**src/rtl/imm_encode_loader.sv**
```systemverilog
// imm_encode_loader: range-checks a signed constant against a 3-bit shift-amount
// or 6-bit jump field, packs it with an opcode into an 8-bit instruction word and
// writes the word to instruction memory. Writes go to consecutive addresses from
// BASE_ADDR, and the module tracks errors, overflow and the write count for each session.
module imm_encode_loader #(
    parameter int ADDR_W    = 8,
    parameter int DEPTH     = 256,
    parameter int BASE_ADDR = 0,
    parameter int SAT_MODE  = 0
) (
    input  logic              i_clk,
    input  logic              i_reset,
    input  logic              i_start,
    input  logic              i_in_valid,
    output logic              o_in_ready,
    input  logic              i_in_immsel,
    input  logic [4:0]        i_in_op,
    input  logic [7:0]        i_in_const,
    input  logic              i_in_last,
    output logic              o_mem_we,
    output logic [ADDR_W-1:0] o_mem_addr,
    output logic [7:0]        o_mem_wdata,
    input  logic              i_mem_ack,
    output logic              o_busy,
    output logic              o_done,
    output logic              o_overflow,
    output logic              o_err,
    output logic [7:0]        o_err_count,
    output logic [ADDR_W:0]   o_wr_count
);

    localparam logic [ADDR_W-1:0] BASE_A  = ADDR_W'(BASE_ADDR);
    localparam logic [ADDR_W:0]   DEPTH_C = (ADDR_W+1)'(DEPTH);
    localparam logic [ADDR_W:0]   CNT_ONE = (ADDR_W+1)'(1);
    localparam logic [ADDR_W-1:0] ADR_ONE = ADDR_W'(1);

    typedef enum logic [2:0] {
        S_IDLE   = 3'd0,
        S_ACCEPT = 3'd1,
        S_CHECK  = 3'd2,
        S_WRITE  = 3'd3,
        S_DONE   = 3'd4
    } state_t;

    state_t r_state;
    state_t w_next;

    // captured input item
    logic              r_immsel;
    logic [4:0]        r_op;
    logic [7:0]        r_const;
    logic              r_last;

    // registered outputs
    logic              r_in_ready;
    logic              r_mem_we;
    logic [ADDR_W-1:0] r_mem_addr;
    logic [7:0]        r_mem_wdata;
    logic              r_busy;
    logic              r_done;
    logic              r_overflow;
    logic              r_err;
    logic [7:0]        r_err_count;
    logic [ADDR_W:0]   r_wr_count;

    logic              w_in_range;
    logic              w_drop;
    logic              w_depth_hit;
    logic [7:0]        w_wdata;

    // Signed range test: shamt field holds -4..3, jump field holds -32..31.
    function automatic logic f_in_range(input logic immsel, input logic [7:0] c);
        logic signed [7:0] s;
        s = c;
        if (immsel) begin
            f_in_range = (s >= -8'sd32) && (s <= 8'sd31);
        end else begin
            f_in_range = (s >= -8'sd4) && (s <= 8'sd3);
        end
    endfunction

    // Saturate the constant to the nearest limit of its field.
    function automatic logic [7:0] f_clamp(input logic immsel, input logic [7:0] c);
        logic signed [7:0] s;
        logic signed [7:0] lo;
        logic signed [7:0] hi;
        s = c;
        if (immsel) begin
            lo = -8'sd32;
            hi = 8'sd31;
        end else begin
            lo = -8'sd4;
            hi = 8'sd3;
        end
        if (s < lo) begin
            f_clamp = lo;
        end else if (s > hi) begin
            f_clamp = hi;
        end else begin
            f_clamp = c;
        end
    endfunction

    // Pack opcode and low constant bits into the instruction word.
    function automatic logic [7:0] f_encode(input logic immsel, input logic [4:0] op,
                                            input logic [7:0] c);
        if (immsel) begin
            f_encode = {op[1:0], c[5:0]};
        end else begin
            f_encode = {op[4:0], c[2:0]};
        end
    endfunction

    assign w_in_range  = f_in_range(r_immsel, r_const);
    assign w_drop      = ~w_in_range & (SAT_MODE == 0);
    assign w_wdata     = f_encode(r_immsel, r_op, f_clamp(r_immsel, r_const));
    assign w_depth_hit = ((r_wr_count + CNT_ONE) == DEPTH_C);

    // State register.
    always_ff @(posedge i_clk) begin
        if (i_reset) begin
            r_state <= S_IDLE;
        end else begin
            r_state <= w_next;
        end
    end

    // Next-state decode for the load session.
    always_comb begin
        w_next = r_state;
        case (r_state)
            S_IDLE: begin
                if (i_start) begin
                    w_next = S_ACCEPT;
                end else begin
                    w_next = S_IDLE;
                end
            end
            S_ACCEPT: begin
                if (i_in_valid) begin
                    w_next = S_CHECK;
                end else begin
                    w_next = S_ACCEPT;
                end
            end
            S_CHECK: begin
                if (w_drop) begin
                    w_next = r_last ? S_DONE : S_ACCEPT;
                end else begin
                    w_next = S_WRITE;
                end
            end
            S_WRITE: begin
                if (!i_mem_ack) begin
                    w_next = S_WRITE;
                end else if (r_last || w_depth_hit) begin
                    w_next = S_DONE;
                end else begin
                    w_next = S_ACCEPT;
                end
            end
            S_DONE: begin
                w_next = S_IDLE;
            end
            default: begin
                w_next = S_IDLE;
            end
        endcase
    end

    // Item capture, encoding, counters, flags and registered handshake outputs.
    always_ff @(posedge i_clk) begin
        if (i_reset) begin
            r_immsel    <= 1'b0;
            r_op        <= 5'd0;
            r_const     <= 8'd0;
            r_last      <= 1'b0;
            r_in_ready  <= 1'b0;
            r_mem_we    <= 1'b0;
            r_mem_addr  <= BASE_A;
            r_mem_wdata <= 8'd0;
            r_busy      <= 1'b0;
            r_done      <= 1'b0;
            r_overflow  <= 1'b0;
            r_err       <= 1'b0;
            r_err_count <= 8'd0;
            r_wr_count  <= '0;
        end else begin
            r_in_ready <= (w_next == S_ACCEPT);
            r_mem_we   <= (w_next == S_WRITE);
            r_busy     <= (w_next != S_IDLE);
            r_done     <= (w_next == S_DONE);
            case (r_state)
                S_IDLE: begin
                    if (i_start) begin
                        r_overflow  <= 1'b0;
                        r_err       <= 1'b0;
                        r_err_count <= 8'd0;
                        r_wr_count  <= '0;
                        r_mem_addr  <= BASE_A;
                    end
                end
                S_ACCEPT: begin
                    if (i_in_valid) begin
                        r_immsel <= i_in_immsel;
                        r_op     <= i_in_op;
                        r_const  <= i_in_const;
                        r_last   <= i_in_last;
                    end
                end
                S_CHECK: begin
                    r_mem_wdata <= w_wdata;
                    if (!w_in_range) begin
                        r_err <= 1'b1;
                        if (r_err_count != 8'hFF) begin
                            r_err_count <= r_err_count + 8'd1;
                        end
                    end
                end
                S_WRITE: begin
                    if (i_mem_ack) begin
                        r_wr_count <= r_wr_count + CNT_ONE;
                        r_mem_addr <= r_mem_addr + ADR_ONE;
                        if (!r_last && w_depth_hit) begin
                            r_overflow <= 1'b1;
                        end
                    end
                end
                default: begin
                end
            endcase
        end
    end

    assign o_in_ready  = r_in_ready;
    assign o_mem_we    = r_mem_we;
    assign o_mem_addr  = r_mem_addr;
    assign o_mem_wdata = r_mem_wdata;
    assign o_busy      = r_busy;
    assign o_done      = r_done;
    assign o_overflow  = r_overflow;
    assign o_err       = r_err;
    assign o_err_count = r_err_count;
    assign o_wr_count  = r_wr_count;

endmodule

```
**config.mk**
```make
export PLATFORM = sky130hd
export DESIGN_NAME = imm_encode_loader
export DESIGN_NICKNAME = d
export VERILOG_FILES = /design/src/rtl/imm_encode_loader.sv
export SDC_FILE = /design/constraint.sdc
export NUM_CORES = 1
export LEC_CHECK = 0
export CAP_MARGIN = 10
export CORE_UTILIZATION = 57
export CTS_BUF_LIST = sky130_fd_sc_hd__clkbuf_4
export CTS_CLUSTER_SIZE = 20
export DETAILED_ROUTE_END_ITERATION = 12
export MAX_ROUTING_LAYER = met4
export PLACE_DENSITY = 0.95
export SLEW_MARGIN = 30
export SYNTH_ARGS = -nofsm -noshare
export SYNTH_HDL_FRONTEND = slang
export SYNTH_SLANG_ARGS = --single-unit
```
**constraint.sdc**
```tcl
create_clock -name i_clk -period 3.8 [get_ports i_clk]
set_input_delay 0.76 -clock i_clk [delete_from_list [all_inputs] [get_ports i_clk]]
set_output_delay 0.76 -clock i_clk [all_outputs]
set_load 0.02 [all_outputs]
```
After elaboration in Yosys (flattened, before gate mapping)
Cells that the tools add are included.

Add/sub/neg operators: 3. Reductions and logical operators: 14. Equal/unequal tests: 13. Mux-type cells: 28. Magnitude comparators: 6.

Operators with widths (number): $mux W8 (5); $pmux W8 S2 (2); $mux W9 (2); $pmux W9 S2 (1); $add A8 B1 Y8 const B (2); $mux W3 (4); $mux W6 (2); $pmux W3 S4 (1); $mux W5 (2); $ne A2 B2 Y1 const B (5); $add A9 B1 Y9 const B (1); $eq A3 B2 Y1 const B (3); $eq A9 B9 Y1 const B (1); $ge A8 B3 Y1 const B (1); $ge A8 B6 Y1 const B (1); $gt A8 B6 Y1 (1); $le A8 B3 Y1 const B (1); $le A8 B6 Y1 const B (1); $lt A8 B6 Y1 (1); $ne A8 B8 Y1 const B (1); $reduce_and A4 Y1 (2); $eq A3 B1 Y1 const B (2); $mux W1 (6); $reduce_and A3 Y1 (2); other kinds (10) (14).

Input bits: 20. Logic and storage cells: 79. Flip-flop bits (word level): 57.

Logic depth before layout (Yosys ltp)
Gate-level depths: netlist (run 1).

Word-level depth: 7. Mapped depth: 8.

Worst setup path after synthesis (run 1)
Ideal clock, no wire load.

Path kind: reg2reg. Start: register r_immsel. End: register r_mem_wdata[3] (netlist: o_mem_wdata[3]). Cell stages (with the launch flop): 9. Setup time: 0.086 ns. Arrival time: 1.948 ns. Slack: 1.766 ns. Buffers on the path: 1. Data required time: 3.714 ns. Cells stage by stage: dfxtp_1 buf_6 inv_1 ha_1 nand3b_1 mux2i_1 a221oi_1 o21ai_0 a211oi_1.

Cells in the longest elaborated chain, start to end: 5. Elaborated cells on any way between the ends: 7.

RTL lines: start: declaration (line 49) `logic r_immsel;`; start signal: assignment (line 205) `r_immsel <= i_in_immsel;`; $mux W5 (line 88) `if (immsel) begin`; $gt A8 B6 Y1 (line 97) `end else if (s > hi) begin`; $mux W6 (line 97); $mux W6 (line 95) `if (s < lo) begin`; $mux W8 * (line 107) `if (immsel) begin`; end signal: assignment (line 212) `r_mem_wdata <= w_wdata;`; end: declaration (line 58) `logic [7:0] r_mem_wdata;`.

Mark *: on every way between the ends. The rest lies on a longest branch, timed or not. A chain may end at the register's enable or synchronous reset.

Final worst setup path (run 1)
Start: register r_immsel. End: register r_mem_wdata[2] (netlist: o_mem_wdata[2]).

Cells in the longest elaborated chain, start to end: 5. Elaborated cells on any way between the ends: 7.

RTL lines (line): $mux W5 (88); $gt A8 B6 Y1 (97); $mux W6 (97); $mux W6 * (95); $mux W8 * (107).

Marked as above.

==> flow_summary.ini, run 1 <==
[status]
status = completed

[worst_setup_path]
r2r_start = r_immsel$_SDFFE_PP0P_
path_class = reg -> reg
critPathCaptureType = flop
arrival_ns = 2.90
critical_path.startpoint_type = flop
crit_path_max_fanout = 12
cp.required_ns = 4.10
ff2ff_setup_slack_ns = 1.20
worstReg2RegEnd = o_mem_wdata[2]$_SDFFE_PP0P_
reg2reg_depth = 7

[die]
std_cell_rows = 25
initial_core_util = 0.593
dieArea_sq_um = 5200
die_h_microns = 72.1
top_level_ports = 59
core_area_sq_um = 4720
die_x_microns = 72.1

[timing]
hold_viol = 0
worstMarginPinSlew_ns = 0.671
rsz0062_at_grt = no
drv_slew = 0
period_needed_ns = 2.60
slew_headroom = 0.552
period_share = 0.684
fmaxAchievable_ghz = 0.385
fin_tns_setup_ns = 0
clock_skew_ns = 0.0152
finalSetupViolCount = 0

[hold_path]
min_path_type = reg -> reg
hold_end = r_op[3]$_SDFFE_PP0P_
whs_path_depth = 2
hold_start = r_op[3]$_SDFFE_PP0P_

[logic_synthesis]
synthCells = 330
synth-compound-area-share = 0.213
synth_nets = 359
synth-simple-area-share = 0.273
synth_top_area_share = 0.407
synth_area_sq_um = 2800
yosysUniqueCellTypes = 56
ys_warn_count = 0
synth_fa_ha_area_frac = 0.0402
synth_edf_count = 0
synth_ff_type = dfxtp_1
synth.yosys.seq_area_share = 0.407
synth_mux_area_frac = 0.0143
async_reset_ff_frac = 0
synth_area_leaders = dfxtp_1 (41%), nand2_1 (6.4%), a21oi_1 (5.9%)
yosysTopAreaCell = dfxtp_1
syn_area_per_cell_sq_um = 8.49
synth_top_family_by_area = simple AND/OR/NAND/NOR gates
synth_seq_cells = 57
synth_xor_xnor_area_share = 0.0188

[routing]
routed_wl_microns = 6090
detail_route.iter0.violations = 269
routed_via_density = 5.76
avgRoutedWirePerCell_microns = 13.4
postRouteAntennaNets = 0
drc = 0
vias = 2622
dr.pass1.iters = 4

[layout]
stdcell_area_sq_um = 3490
layout_commonest_cell = clkdlybuf4s50_1
multiInputGateArea_sq_um = 1570
fillers = 355
seqCellArea_sq_um = 1140
layout.nets = 414
drive_above_1_share = 0.113
layout_common_cells = clkdlybuf4s50_1 (58), dfxtp_1 (57), nand2_1 (48), a21oi_1 (33), nor2_1 (29)
antenna_cells = 0
syn2layout_area_growth_pct = 24.6

[global_route]
grt_pass1_wl_microns = 10200
antenna_found_initial = 0
grt_use_total = 0.261
grt_max_degree = 45
grt_pass1_vias = 2311
grt-ovfl-total = 0

[clocking]
postCtsSetupBuffers = 0
cts_root_buf = clkbuf_4
clk-insertion-delay-late_ns = 0.39
cts_buffers = 9
cts_tree = yes
hold_buffers = 0
clk_pin_slew_ns = 0.09
clkSinkCount = 57
htree_levels = 3
cts_buffer_depth = 2
post_cts_resized = 0

[pwr]
total_leakage_power_nw = 1.20
switching_share = 0.278
max-vdd-ir-drop_mv = 0.231
p_sw_mw = 0.322
seqPwrFrac = 0.551
p_int_mw = 0.838
p_comb_frac = 0.150
clockPowerShare = 0.299
p_per_area_nw_per_um2 = 332

[place]
placed_area_sq_um = 3390
io_buffers = 58
place_hpwl_microns = 4290
place_congestion = 0.834

[job]
max_cap_viol_count = 0
power groups by stage:
stage	Combinational [mW]	Sequential [mW]	Clock [mW]
6_report	0.174	0.639	0.346
5_1_grt	0.194	0.641	0.377
4_1_cts	0.175	0.638	0.355
3_5_place_dp	0.173	0.653	0
3_3_place_gp	0.168	0.652	0
2_1_floorplan	0.111	0.656	0
logic make-up (layout without fill, tap and decap cells):
kind of cell,count (synthesis),count (layout)
AOI/OAI and AO/OA,89,89
xor gates and xnor gates,6,6
adders and majority gates,9,9
buffers and inverters,19,77
DFF,57,57
muxes,4,4
and+or+nand+nor,146,146
worst max path at each step:
| stage | startpoint | to | slack [ns] | cells past startpoint |
|---|---|---|---|---|
| floorplan | r_immsel$_SDFFE_PP0P_ | o_mem_wdata[3]$_SDFFE_PP0P_ | 1.77 | 8 |
| global placement | i_start | o_overflow$_SDFFE_PP0P_ | 1.22 | 4 |
| detailed placement | i_start | o_overflow$_SDFFE_PP0P_ | 1.18 | 4 |
| CTS | r_immsel$_SDFFE_PP0P_ | o_mem_wdata[2]$_SDFFE_PP0P_ | 1.23 | 7 |
| global route | r_immsel$_SDFFE_PP0P_ | o_mem_wdata[2]$_SDFFE_PP0P_ | 0.90 | 7 |
| finish | r_immsel$_SDFFE_PP0P_ | o_mem_wdata[2]$_SDFFE_PP0P_ | 1.20 | 7 |
layer usage:
layer / track usage / vias up / wire (microns)
met4: 0.148 / 0 / 102
met3: 0.0431 / 9 / 408
met1: 0.305 / 1222 / 2510
li1: - / 1302 / -
met2: 0.427 / 89 / 3060
met5: - / - / 0
final cells by class:
class                   count  area share
multi-input cells         254       0.448
flip-flops and latches     57       0.327
repair buffers             59       0.168
clock buffers              12      0.0258
well taps                  67      0.0240
inverters                   4     0.00430
clock inverters             2     0.00215
flip-flops by register name, indices dropped and copies added (netlist names), 3 cells and up:
signal       cells
o_err_count      8
r_const          8
r_op             5
o_mem_addr       8
r_state          3
o_mem_wdata      8
o_wr_count       9
critical path, cell delays in order, from the launching register on:
cell	delay [ns]
dfxtp_1	0.62
inv_1	0.25
ha_1	0.34
nand3b_1	0.17
mux2i_1	0.13
a221oi_1	0.57
a21oi_1	0.18
a211oi_1	0.25
through the flow:
step	total power, mW	hold slack (ns)	std cells	util	setup WS [ns]
floorplan	0.767	0.436	330	-	1.77
global placement	0.820	0.444	441	0.718	1.22
detailed placement	0.826	0.455	441	0.718	1.18
CTS	1.17	0.467	455	0.739	1.23
global route	1.21	0.480	455	0.739	0.900
finish	1.16	0.468	455	0.739	1.20
synthesized netlist by cell type, types with 3 or more instances:
cell and instances:
a31oi_1 4, nor3_1 8, nor3b_1 3, a21oi_2 8, or3_1 3, o21ai_0 15, nand4b_1 3, nand3_1 8
dfxtp_1 57, nor2b_1 4, and3_1 7, ha_1 9, a211oi_1 6, xor2_1 5, mux2i_1 4, or3_2 5
clkbuf_1 6, nor2_1 29, or4_1 3, nand2_1 48, buf_2 5, inv_1 4, nand4_1 9, a21oi_1 33
o21ai_1 7
Power figures use the tool's default switching activity.
==> inputs of run 2 (changes only) <==
--- a/config.mk
+++ b/config.mk
@@ -6,12 +6,12 @@
 export NUM_CORES = 1
 export LEC_CHECK = 0
 export CAP_MARGIN = 10
-export CORE_UTILIZATION = 57
+export CORE_UTILIZATION = 53
 export CTS_BUF_LIST = sky130_fd_sc_hd__clkbuf_4
 export CTS_CLUSTER_SIZE = 20
 export DETAILED_ROUTE_END_ITERATION = 12
 export MAX_ROUTING_LAYER = met4
-export PLACE_DENSITY = 0.95
+export PLACE_DENSITY = 0.91
 export SLEW_MARGIN = 30
 export SYNTH_ARGS = -nofsm -noshare
 export SYNTH_HDL_FRONTEND = slang
==> constraint.sdc (replaced) <==
create_clock -name i_clk -period 2.4 [get_ports i_clk]
set_input_delay 0.48 -clock i_clk [delete_from_list [all_inputs] [get_ports i_clk]]
set_output_delay 0.48 -clock i_clk [all_outputs]
set_load 0.02 [all_outputs]
==> flow_summary.ini, run 2 (synthesis results as in run 1) <==
[layout]
seqCellArea_sq_um = 1140
fillers = 414
fin_cells = 465
syn2layout_area_growth_pct = 26.3
layout_common_cells = clkdlybuf4s50_1 (58), dfxtp_1 (57), nand2_1 (48), a21oi_1 (33), nor2_1 (29)
layout_commonest_cell = clkdlybuf4s50_1
drive_above_1_share = 0.129
layout.nets = 419
utilization = 0.693
antenna_cells = 0
largest_register_ffs = 9
multiInputGateArea_sq_um = 1570

[global_route]
grt_pass1_wl_microns = 10700
grt_pass1_vias = 2402
antenna_found_initial = 0
grt-ovfl-total = 0
grt_max_degree = 29
grt_use_total = 0.258

[status]
status = completed

[die]
initial_core_util = 0.549
dieArea_sq_um = 5580
die_h_microns = 74.7
core_area_sq_um = 5110
die_x_microns = 74.7
top_level_ports = 59
std_cell_rows = 26

[routing]
highest_layer = met4
vias = 2624
avgRoutedWirePerCell_microns = 14.0
routed_via_density = 5.64
wl_met2_microns = 3310
routed_wl_microns = 6520
postRouteAntennaNets = 0
drc = 0
detail_route.iter0.violations = 223
route.met3.wl_microns = 331
dr.pass1.iters = 5
wirelength_met1_microns = 2730

[pwr]
total_leakage_power_nw = 1.23
p_int_mw = 1.33
clockPowerShare = 0.305
total_power_mw = 1.87
p_per_area_nw_per_um2 = 528
switching_share = 0.291
p_sw_mw = 0.544
p_comb_frac = 0.156
max-vdd-ir-drop_mv = 0.323
seqPwrFrac = 0.539

[worst_setup_path]
cp_cell_sequence = inv_1 -> ha_1 -> nand3b_1 -> mux2i_1 -> a221oi_1 -> o21ai_0 -> a211oi_1
critPathCaptureType = flop
path_class = reg -> reg
critical_path.startpoint_type = flop
cp.required_ns = 2.72
slowest_delay_ns = 0.62
crit_path_max_fanout = 6
arrival_ns = 2.54
reg2reg_depth = 7
critPathSlowestCell = a221oi_1

[place]
place_congestion = 0.890
placed_cells = 449
io_buffers = 58
place_ws_ns = 0.238
place_hpwl_microns = 4820

[timing]
drv_slew = 0
rsz0062_at_grt = no
layout_setup_ws_ns = 0.181
clock_skew_ns = 0.00958
fmaxAchievable_ghz = 0.451
fin_tns_setup_ns = 0
hold_viol = 0
worstMarginPinSlew_ns = 0.717
slew_headroom = 0.522
period_share = 0.925
period_needed_ns = 2.22
finalSetupViolCount = 0

[hold_path]
min_path_type = reg -> reg
whs_path_depth = 2

[clocking]
cts_buffers = 9
cts_tree = yes
post_cts_resized = 0
hold_buffers = 0
postCtsSetupBuffers = 0
cts_root_buf = clkbuf_4
cts_buffer_depth = 2
clkSinkCount = 57
htree_levels = 3
clk-insertion-delay-late_ns = 0.40
clk_pin_slew_ns = 0.10

[job]
max_cap_viol_count = 0
run 2: changes by cell type in the layout (fill, tap and decap cells not counted), sizes merged:
cell,delta
buf,+5
clkinv,+3
clkbuf,-1
run 2: layout make-up:
cell class | count | share of cell area
Multi-Input combinational cell | 254 | 0.442
Sequential cell | 57 | 0.322
Timing Repair Buffer | 64 | 0.177
Tap cell | 70 | 0.0247
Clock buffer | 11 | 0.0233
Clock inverter | 5 | 0.00636
Inverter | 4 | 0.00424
run 2: worst paths after layout:
| check | start | endpoint | slack [ns] |
|---|---|---|---|
| worst max-delay path | r_const[2]$_SDFFE_PP0P_ | o_mem_wdata[4]$_SDFFE_PP0P_ | 0.18 |
| worst min-delay path | o_mem_wdata[1]$_SDFFE_PP0P_ | o_mem_wdata[1]$_SDFFE_PP0P_ | 0.46 |
| worst max register to register | r_const[2]$_SDFFE_PP0P_ | o_mem_wdata[4]$_SDFFE_PP0P_ | 0.18 |
| worst min register to register | o_mem_wdata[1]$_SDFFE_PP0P_ | o_mem_wdata[1]$_SDFFE_PP0P_ | 0.46 |
run 2: metal layers:
metal  vias up  track usage
met5         -            -
met4         0        0.115
met3        14       0.0643
met2        94        0.442
met1      1203        0.283
li1       1313            -
run 2: critical path: cells and delay by family, from the launching register on:
kind,cells,cell delay (ns)
AO/OA/AOI/OAI,3,1.02
flip-flops,1,0.45
adder cells (fa/ha/maj),1,0.29
AND/OR/NAND/NOR,1,0.18
multiplexers,1,0.13
buffers and inverters,1,0.08
run 2: per-stage QoR:
stage,area (sq um),hold WS (ns)
global route,3540,0.482
floorplan,2800,0.436
finish,3540,0.456
CTS,3540,0.462
global placement,3430,0.442
detailed placement,3430,0.450
run 2: power groups by stage:
stage | logic (mW) | registers [mW] | clock network, mW
2_1_floorplan | 0.176 | 1.04 | 0
3_3_place_gp | 0.277 | 1.03 | 0
3_5_place_dp | 0.288 | 1.03 | 0
4_1_cts | 0.290 | 1.01 | 0.574
5_1_grt | 0.318 | 1.01 | 0.624
6_report | 0.291 | 1.01 | 0.570
==> inputs of run 3 (changes only) <==
--- a/config.mk
+++ b/config.mk
@@ -8,7 +8,6 @@
 export CAP_MARGIN = 10
 export CORE_UTILIZATION = 53
 export CTS_BUF_LIST = sky130_fd_sc_hd__clkbuf_4
-export CTS_CLUSTER_SIZE = 20
 export DETAILED_ROUTE_END_ITERATION = 12
 export MAX_ROUTING_LAYER = met4
 export PLACE_DENSITY = 0.91
==> results of run 3 <==
The final DEF is identical to that of run 2; final timing and power are the same.
